[src/rtl/tcp_server.sv]
// Passive-open TCP server: three-way handshake, in-order 32-bit data ACKs and passive close
// over a 224-bit single-word packet. Optional handshake/close timeout under TCP_SERVER_TIMEOUT_EN.
module tcp_server #(
    parameter logic [15:0] LOCAL_PORT     = 16'd80,
    parameter logic [31:0] ISN            = 32'h0000_1000,
    parameter logic [15:0] WINDOW         = 16'd1024,
    parameter int unsigned TIMEOUT_CYCLES = 1000
) (
    input  logic         clk,
    input  logic         rst,
    input  logic         in_valid,
    input  logic [223:0] packet_in,
    output logic         out_valid,
    input  logic         out_ready,
    output logic [223:0] packet_out,
    output logic         rx_valid,
    output logic [31:0]  rx_data,
    output logic [2:0]   state_out,
    output logic         connected
);

    typedef enum logic [2:0] {
        ST_LISTEN      = 3'd0,
        ST_SYN_RCVD    = 3'd1,
        ST_ESTABLISHED = 3'd2,
        ST_CLOSE_WAIT  = 3'd3,
        ST_LAST_ACK    = 3'd4
    } state_t;

    localparam logic [5:0] FL_FIN = 6'b000001;
    localparam logic [5:0] FL_SYN = 6'b000010;
    localparam logic [5:0] FL_RST = 6'b000100;
    localparam logic [5:0] FL_ACK = 6'b010000;

    state_t         state_q, state_d;
    logic           out_valid_q, out_valid_d;
    logic [223:0]   packet_out_q, packet_out_d;
    logic           rx_valid_q, rx_valid_d;
    logic [31:0]    rx_data_q, rx_data_d;
    logic [15:0]    peer_port_q, peer_port_d;
    logic [31:0]    rcv_nxt_q, rcv_nxt_d;
    logic [31:0]    snd_nxt_q, snd_nxt_d;
    logic           go_listen;
    logic [31:0]    rcv_adv;

`ifdef TCP_SERVER_TIMEOUT_EN
    localparam logic [31:0] TIMEOUT_LAST = 32'(TIMEOUT_CYCLES - 1);
    logic [31:0]    timer_q, timer_d;
`else
    localparam int unsigned unused_timeout = TIMEOUT_CYCLES;
`endif

    // Received packet fields
    logic [15:0] in_dst, in_src;
    logic [31:0] in_seq, in_ack, in_data;
    logic        f_fin, f_syn, f_rst, f_psh, f_ack;
    logic        pkt_ok;
    logic        unused_bits;

    assign in_dst  = packet_in[15:0];
    assign in_src  = packet_in[31:16];
    assign in_seq  = packet_in[63:32];
    assign in_ack  = packet_in[95:64];
    assign f_fin   = packet_in[112];
    assign f_syn   = packet_in[113];
    assign f_rst   = packet_in[114];
    assign f_psh   = packet_in[115];
    assign f_ack   = packet_in[116];
    assign in_data = packet_in[223:192];
    assign unused_bits = ^{packet_in[111:96], packet_in[191:117]};

    // Nothing is accepted while a reply is still waiting in the output slot.
    assign pkt_ok = in_valid && !out_valid_q && (in_dst == LOCAL_PORT) &&
                    ((state_q == ST_LISTEN) || (in_src == peer_port_q));

    function automatic logic [223:0] build_reply(input logic [5:0] flags, input logic [31:0] seq,
                                                 input logic [31:0] ack, input logic [15:0] dest);
        logic [223:0] p;
        p          = '0;
        p[15:0]    = dest;
        p[31:16]   = LOCAL_PORT;
        p[63:32]   = seq;
        p[95:64]   = ack;
        p[111:96]  = WINDOW;
        p[117:112] = flags;
        p[127:124] = 4'd5;
        return p;
    endfunction

    always_ff @(posedge clk) begin : state_reg
        if (rst) begin
            state_q      <= ST_LISTEN;
            out_valid_q  <= 1'b0;
            packet_out_q <= '0;
            rx_valid_q   <= 1'b0;
            rx_data_q    <= '0;
            peer_port_q  <= '0;
            rcv_nxt_q    <= '0;
            snd_nxt_q    <= '0;
`ifdef TCP_SERVER_TIMEOUT_EN
            timer_q      <= '0;
`endif
        end else begin
            state_q      <= state_d;
            out_valid_q  <= out_valid_d;
            packet_out_q <= packet_out_d;
            rx_valid_q   <= rx_valid_d;
            rx_data_q    <= rx_data_d;
            peer_port_q  <= peer_port_d;
            rcv_nxt_q    <= rcv_nxt_d;
            snd_nxt_q    <= snd_nxt_d;
`ifdef TCP_SERVER_TIMEOUT_EN
            timer_q      <= timer_d;
`endif
        end
    end

    always_comb begin : next_state_comb
        state_d      = state_q;
        out_valid_d  = out_valid_q;
        packet_out_d = packet_out_q;
        rx_valid_d   = 1'b0;
        rx_data_d    = rx_data_q;
        peer_port_d  = peer_port_q;
        rcv_nxt_d    = rcv_nxt_q;
        snd_nxt_d    = snd_nxt_q;
        go_listen    = 1'b0;
        rcv_adv      = rcv_nxt_q;

        if (out_valid_q && out_ready) begin
            out_valid_d = 1'b0;
        end

        if (state_q == ST_CLOSE_WAIT) begin
            if (!out_valid_q) begin
                out_valid_d  = 1'b1;
                packet_out_d = build_reply(FL_FIN | FL_ACK, snd_nxt_q, rcv_nxt_q, peer_port_q);
                snd_nxt_d    = snd_nxt_q + 32'd1;
                state_d      = ST_LAST_ACK;
            end
        end else if (pkt_ok) begin
            if (f_rst) begin
                go_listen = (state_q != ST_LISTEN);
            end else begin
                case (state_q)
                    ST_LISTEN: begin
                        if (f_syn && !f_ack) begin
                            peer_port_d  = in_src;
                            rcv_nxt_d    = in_seq + 32'd1;
                            snd_nxt_d    = ISN + 32'd1;
                            out_valid_d  = 1'b1;
                            packet_out_d = build_reply(FL_SYN | FL_ACK, ISN, in_seq + 32'd1, in_src);
                            state_d      = ST_SYN_RCVD;
                        end
                    end
                    ST_SYN_RCVD: begin
                        if (f_ack && (in_ack == snd_nxt_q)) begin
                            state_d = ST_ESTABLISHED;
                        end else if (f_ack) begin
                            out_valid_d  = 1'b1;
                            packet_out_d = build_reply(FL_RST, in_ack, 32'd0, peer_port_q);
                            go_listen    = 1'b1;
                        end else if (f_syn && (in_seq + 32'd1 == rcv_nxt_q)) begin
                            out_valid_d  = 1'b1;
                            packet_out_d = build_reply(FL_SYN | FL_ACK, ISN, rcv_nxt_q, peer_port_q);
                        end
                    end
                    ST_ESTABLISHED: begin
                        // A PSH+FIN segment consumes its 4 data bytes plus one for the FIN.
                        if (f_psh && (in_seq == rcv_nxt_q)) begin
                            rx_valid_d = 1'b1;
                            rx_data_d  = in_data;
                            rcv_adv    = rcv_nxt_q + (f_fin ? 32'd5 : 32'd4);
                            if (f_fin) begin
                                state_d = ST_CLOSE_WAIT;
                            end
                        end else if (!f_psh && f_fin) begin
                            rcv_adv = rcv_nxt_q + 32'd1;
                            state_d = ST_CLOSE_WAIT;
                        end
                        if (f_psh || f_fin) begin
                            rcv_nxt_d    = rcv_adv;
                            out_valid_d  = 1'b1;
                            packet_out_d = build_reply(FL_ACK, snd_nxt_q, rcv_adv, peer_port_q);
                        end
                    end
                    ST_LAST_ACK: begin
                        if (f_ack && (in_ack == snd_nxt_q)) begin
                            go_listen = 1'b1;
                        end else if (f_fin) begin
                            out_valid_d  = 1'b1;
                            packet_out_d = build_reply(FL_FIN | FL_ACK, snd_nxt_q - 32'd1,
                                                       rcv_nxt_q, peer_port_q);
                        end
                    end
                    default: go_listen = 1'b1;
                endcase
            end
        end

`ifdef TCP_SERVER_TIMEOUT_EN
        timer_d = timer_q;
        if (state_q == ST_SYN_RCVD || state_q == ST_LAST_ACK) begin
            if (pkt_ok) begin
                timer_d = '0;
            end else if (timer_q == TIMEOUT_LAST) begin
                go_listen = 1'b1;
            end else begin
                timer_d = timer_q + 32'd1;
            end
        end
`endif

        if (go_listen) begin
            state_d     = ST_LISTEN;
            peer_port_d = '0;
            rcv_nxt_d   = '0;
            snd_nxt_d   = '0;
        end

`ifdef TCP_SERVER_TIMEOUT_EN
        // Any state change restarts the count, so entering a waiting state starts from zero.
        if (state_d != state_q) begin
            timer_d = '0;
        end
`endif
    end

    always_comb begin : output_comb
        out_valid  = out_valid_q;
        packet_out = packet_out_q;
        rx_valid   = rx_valid_q;
        rx_data    = rx_data_q;
        state_out  = state_q;
        connected  = (state_q == ST_ESTABLISHED);
    end

endmodule
[config.mk]
export PLATFORM = sky130hd
export DESIGN_NAME = tcp_server
export DESIGN_NICKNAME = d
export VERILOG_FILES = /design/src/rtl/tcp_server.sv
export SDC_FILE = /design/constraint.sdc
export NUM_CORES = 1
export LEC_CHECK = 0
export BUFFER_PORTS_ARGS = -buffer_cell sky130_fd_sc_hd__buf_2
export CAP_MARGIN = 20
export CORE_ASPECT_RATIO = 0.7
export CORE_MARGIN = 5
export CORE_UTILIZATION = 43
export CTS_CLUSTER_SIZE = 14
export DETAILED_ROUTE_END_ITERATION = 12
export PLACE_DENSITY_LB_ADDON = 0.3
export SYNTH_ARGS = -nofsm -noshare
export SYNTH_HDL_FRONTEND = slang
export SYNTH_SLANG_ARGS = --single-unit
[constraint.sdc]
create_clock -name clk -period 4.4 [get_ports clk]
set_clock_uncertainty 0.1 [all_clocks]
set_input_delay 0.66 -clock clk [delete_from_list [all_inputs] [get_ports clk]]
set_output_delay 0.66 -clock clk [all_outputs]
set_load 0.005 [all_outputs]
## Word-level counts from Yosys, hierarchy flattened

Index checks and enable logic that the tools add are counted.

- Logic and storage cells: 125
- Output and inout bits: 262
- Bits in registers: 341
- Input bits: 228

- $add $sub $neg: 5
- Bitwise gates (word level): 4
- Reduce and logical (&&, ||, !) cells: 31
- Mux-type cells: 55
- Equality and inequality tests: 22

Operator list:

| cell | number |
|---|---|
| 224-bit 2-to-1 mux | 11 |
| 224-bit one-hot mux with 4 select lines | 1 |
| 32-bit 2-to-1 mux | 10 |
| 32-bit by 1-bit adder with 32-bit output (second input constant) | 3 |
| 32-bit == test | 3 |
| 32-bit one-hot mux with 2 select lines | 1 |
| 32-bit by 3-bit adder with 32-bit output | 1 |
| 32-bit by 1-bit subtractor with 32-bit output (second input constant) | 1 |
| 3-bit 2-to-1 mux | 9 |
| 1-bit 2-to-1 mux | 20 |
| 16-bit == test | 1 |
| 16-bit by 7-bit == test with 1-bit output (second input constant) | 1 |
| 5-bit AND reduction | 3 |
| 3-bit != test (second input constant) | 4 |
| 10-bit AND reduction | 1 |
| 1-bit logical AND | 9 |
| 3-bit one-hot mux with 3 select lines | 1 |
| 4-bit != test (second input constant) | 2 |
| 8-bit AND reduction | 1 |
| 2-bit nonzero test | 4 |
| 3-bit by 2-bit == test with 1-bit output (second input constant) | 2 |
| 2-bit by 1-bit != test with 1-bit output (second input constant) | 3 |
| 3-bit by 1-bit != test with 1-bit output (second input constant) | 2 |
| 6-bit AND reduction | 1 |
| other kinds (15) | 22 |

## Depth between registers and ports, before layout

- Word-level depth: 10
- Depth in mapped cells: 13
- Mapped depth without buffers: 11

## Worst setup path before layout

No wires, ideal clock.

- Kind: in2reg
- Start: in packet_in[61]
- End: reg packet_out_q[84], in the netlist packet_out[84]
- Stages on the path: 10
- Setup slack: 0.990 ns
- Arrival: 3.169 ns
- Data required time: 4.159 ns
- Path buffers: 1
- Library setup time: 0.141 ns
- Path through: clkbuf_1 > xnor2_1 > nand4bb_1 > or4_4 > or4_4 > a21oi_4 > a21oi_1 > a211o_1 > a2111oi_2 > nor3_1

- Word-level cells in the longest chain between the ends: 8
- Elaborated cells between the ends (all ways): 13
- Those cells by class: 1 x add/sub; 3 x eq/ne; 6 x mux; 3 x reduce/logical

RTL lines:

| item | RTL line | source |
|---|---|---|
| from (decl) | 12 | `input logic [223:0] packet_in,` |
| parallel branches: the longest is 8 deep, another holds 32-bit by 1-bit adder with 32-bit output | -- |  |
| to (signal assigned) | 106 | `packet_out_q <= packet_out_d;` |
| to (decl) | 37 | `logic [223:0] packet_out_q, packet_out_d;` |

Parallel ways; which one is timed is not known. The select of a mux whose other input is x is not followed.
A chain may end at the register's enable or synchronous reset.

## Worst setup path in the final report

- Start: reg rcv_nxt_q[19]
- End: reg packet_out_q[82], in the netlist packet_out[82]

- Word-level cells in the longest chain between the ends: 8
- Elaborated cells between the ends (all ways): 12
- Those cells by class: 3 x eq/ne; 6 x mux; 3 x reduce/logical

RTL lines:

| item | RTL line | source |
|---|---|---|
| from (decl) | 41 | `logic [31:0] rcv_nxt_q, rcv_nxt_d;` |
| from (signal assigned) | 110 | `rcv_nxt_q <= rcv_nxt_d;` |
| 32-bit == test | 170 | `if (f_psh && (in_seq == rcv_nxt_q)) begin` |
| 1-bit logical AND | 170 |  |
| 32-bit 2-to-1 mux | 170 |  |
| 224-bit 2-to-1 mux | 181 | `if (f_psh \|\| f_fin) begin` |
| 224-bit one-hot mux with 4 select lines | 145 | `case (state_q)` |
| 224-bit 2-to-1 mux | 142 | `if (f_rst) begin` |
| 224-bit 2-to-1 mux | 141 | `end else if (pkt_ok) begin` |
| 224-bit 2-to-1 mux | 134 | `if (state_q == ST_CLOSE_WAIT) begin` |

Several ways; a longest one is shown, not always the timed one. The select of a mux whose other input is x is not followed.

==> metrics.md <==
| Metric | Value |
|---|---|
| Outcome | `finished, final reports clean` |
| CP Data Arrival Time | `4120 ps` |
| Final period utilization | `around 88%` |
| Skew-Pair Late Insertion Delay | `roughly 530 ps` |
| Htree depth | `1` |
| Synth Cell Area | `14,700 sq um` |
| Post-synth EDFFs | `0` |
| Fillers | `3,357` |
| Overflow after GRT | `0` |
| Max Cap Viol | `0` |
| Ys flop type | `dfxtp_1` |
| CTS Hold Bufs | `0` |
| IO buf count | `263` |
| Crit path kind | `reg2reg` |
| Drt wl/cell | `21.4 um` |
| Top post-synthesis cells by area | `dfxtp_1 28%, buf_4 7.3%, nand2_1 6.2%` |
| CTS clk-pin slew, worst paths | `70 ps` |
| Fmax achieved | `between 0.2 and 0.3 GHz` |
| Postcts setup bufs | `0` |
| Post-DP HPWL | `between 40 and 50 mm` |
| Final Max Slew Viols | `0` |
| Clock Path Buffers | `3` |
| Hold Violations, Final | `0` |
| Total Die Area | `38,000 sq um` |
| Setup violators final | `0` |
| Pwr Density | `251 nW/um^2` |
| Tot GR Track Use | `between 20% and 30%` |
| Core Area | `between 30,000 and 40,000 sq um` |
| Endpoint type of the worst setup path | `flip-flop` |
| First-pass iteration count of the detailed router | `5` |
| Vias | `15.1k` |
| Top-area cell type share of the netlist area | `about 28%` |
| Slew @ Worst Pin | `1070 ps` |
| Min Hold Slack | `275 ps` |
| Final worst slack | `around 540 ps` |
| Area Overhead vs Synth | `11.8%` |
| Placement Setup Slack | `254 ps` |
| Avg Inst Size Synth | `7.50 sq um` |
| # rows | `56` |
| Startpoint Class | `flip-flop` |
| Netlist cell types | `94` |
| Post-CTS sizing | `0` |
| First-pass GRT wire length | `80.9 mm` |
| Largest net degree at the start of global routing | `between 70 and 80` |
| Number of global-route vias before repair | `13.4k` |
| Worst Hold Class | `in2reg` |
| Count of state elements after synthesis | `slightly above 200` |
| DR DRC count | `0` |
| Ratio of cells with drive above 1 in the final layout | `a little under 20%` |
| Die Height | `165 um` |
| Synth async-reset ratio | `0%` |
| Die width | `231 um` |
| LEAKAGE | `0.00673 uW` |
| Cells after Synth | `1,960` |
| CTS tree | `yes` |
| Initial core utilization | `a little over two fifths` |
| TritonCTS Buffers | `22` |
| Maximum VDD drop | `0.000258 V` |
| Peak fanout along the critical path | `16` |
| Root Driver | `clkbuf_16` |
| Final Critical Period | `3860 ps` |
| Top-Level Pins | `490` |
| RSZ-0062 raised after global routing | `no` |
| Initial antenna violation count | `3` |
| Post-route ant nets | `0` |
| Placer Congestion | `roughly 0.95` |
| Max-slew headroom | `28.8%` |
| Largest area contributor in the synthesized netlist | `dfxtp_1` |
| Final net count | `between 2k and 2.5k` |
| Via/cell ratio | `5.86` |
| Final Total Pwr | `4120 uW` |
| Setup TNS Final | `0 ps` |
| Seq/Total Area, Yosys | `between 20 and 30%` |
| CP Data Required Time | `4670 ps` |
| Clk sinks | `202` |
| Synthesis Warnings | `0` |
| Wirelength, routed | `55.1 mm` |
| Iter 0 DRT Violations | `1,914` |
[placed cells by master (no fill, tap or decap), drive strengths merged, types with 5 or more instances in the layout]
| master | n |
|---|---|
| buf | 318 |
| nand2 | 245 |
| dfxtp | 202 |
| a21oi | 177 |
| nor2 | 164 |
| conb | 135 |
| o21ai | 101 |
| xor2 | 85 |
| xnor2 | 76 |
| a211oi | 56 |
| nor3 | 53 |
| nand3 | 51 |
| nand4 | 42 |
| nor4 | 40 |
| clkbuf | 32 |
| inv | 27 |
| and3 | 25 |
| mux2i | 24 |
| a311oi | 23 |
| a221oi | 21 |
| a22oi | 13 |
| nand2b | 12 |
| and4 | 12 |
| or4 | 12 |
| or3 | 11 |
| a31oi | 11 |
| o31ai | 10 |
| o22ai | 10 |
| nor4b | 9 |
| o21a | 9 |
| or2 | 8 |
| and2 | 8 |
| o211ai | 7 |
| o32ai | 7 |
| a21o | 6 |
| ha | 6 |
| nor2b | 5 |
| o311ai | 5 |
| a2111oi | 5 |
[metrics by stage]
stage / utilization [%] / std cells / area (sq um)
after detailed placement: 46.7 / 2529 / 15700
after global routing: 48.9 / 2570 / 16400
after floorplan: - / 2094 / 15200
after global placement: 46.7 / 2529 / 15700
final: 48.9 / 2570 / 16400
after CTS: 48.8 / 2569 / 16400
[final timing paths]
kind / to / depth (start not counted) / slack (ps) / start
setup / recovery: packet_out[82] / 9 / 540 / rcv_nxt_q[19]
hold / removal: rx_data[26] / 3 / 270 / packet_in[218]
setup reg to reg: packet_out[82] / 9 / 540 / rcv_nxt_q[19]
hold reg to reg: rx_data[25] / 2 / 350 / rx_data[25]
[final cells by class]
class	instances	area (sq um)	area share, %
multi-input combinational	1547	9220	56.1
sequential	202	4040	24.6
timing repair buffer	318	1790	10.9
clock buffer	32	598	3.64
tap	435	544	3.31
clock inverter	8	129	0.784
inverter	27	101	0.617
antenna	1	2.50	0.0152
[cell families (layout without fill, tap and decap cells)]
group / after synthesis / count (layout) / share of synthesized area [%]
and+or+nand+nor: 710 / 710 / 23.7
xor gates and xnor gates: 161 / 161 / 9.82
other: 1 / 136 / 0.0255
muxes: 25 / 25 / 1.71
adders and majority gates: 6 / 6 / 0.511
DFF: 202 / 202 / 27.5
AOI/OAI and AO/OA: 510 / 510 / 23.4
buffers and inverters: 345 / 385 / 13.3
[metal layers]
layer	vias to the layer above	part of all wire, %	global-route usage [%]	routed length [um]
met4	4	2.1	6.10	1160
met2	793	41	38.0	22500
met1	7147	45	40.0	24900
li1	7045	-	-	-
met5	-	0.042	0	23
met3	71	12	7.91	6450
[registers in the layout (all words and copies together), names as in the netlist]
name and flops:
out_valid 1, packet_out 85, peer_port_q 16, rcv_nxt_q 32
rx_data 32, rx_valid 1, snd_nxt_q 32, state_out 3
[where the power goes]
part | internal [uW] | total (uW) | switching [uW]
clock | 1130 | 1920 | 797
combinational | 127 | 371 | 245
sequential | 1830 | 1830 | 0.00267
total | 3080 | 4120 | 1040
[worst max-delay path: stages (launching register included)]
cell,delay (ps)
dfxtp_1,350
xnor2_1,420
nand4bb_1,310
or4_4,610
or4_4,590
a21oi_4,460
nand2_1,160
xnor2_1,150
a21oi_1,400
a211oi_1,130
[synthesized netlist by cell type, types with 5 or more instances]
cell / instances
nand2_1: 242
dfxtp_1: 202
a21oi_1: 176
nor2_1: 163
buf_4: 143
clkbuf_1: 118
o21ai_0: 95
xor2_1: 85
xnor2_1: 73
nand3_1: 51
nor3_1: 51
a211oi_1: 47
buf_2: 41
nand4_1: 39
nor4_1: 38
inv_1: 27
and3_1: 25
mux2i_1: 24
a221oi_1: 21
a22oi_1: 13
a311oi_2: 12
and4_1: 12
nand2b_1: 12
a311oi_1: 11
or3_1: 11
a31oi_1: 10
o22ai_1: 10
o31ai_1: 10
buf_6: 9
nor4b_1: 9
o21a_1: 9
a211oi_2: 8
or4_1: 8
and2_1: 7
buf_1: 7
o211ai_1: 7
o32ai_1: 7
or2_2: 7
a21o_1: 6
ha_1: 6
nor2b_1: 5
o21ai_1: 5
No activity file was read; power rests on OpenSTA's default activity.
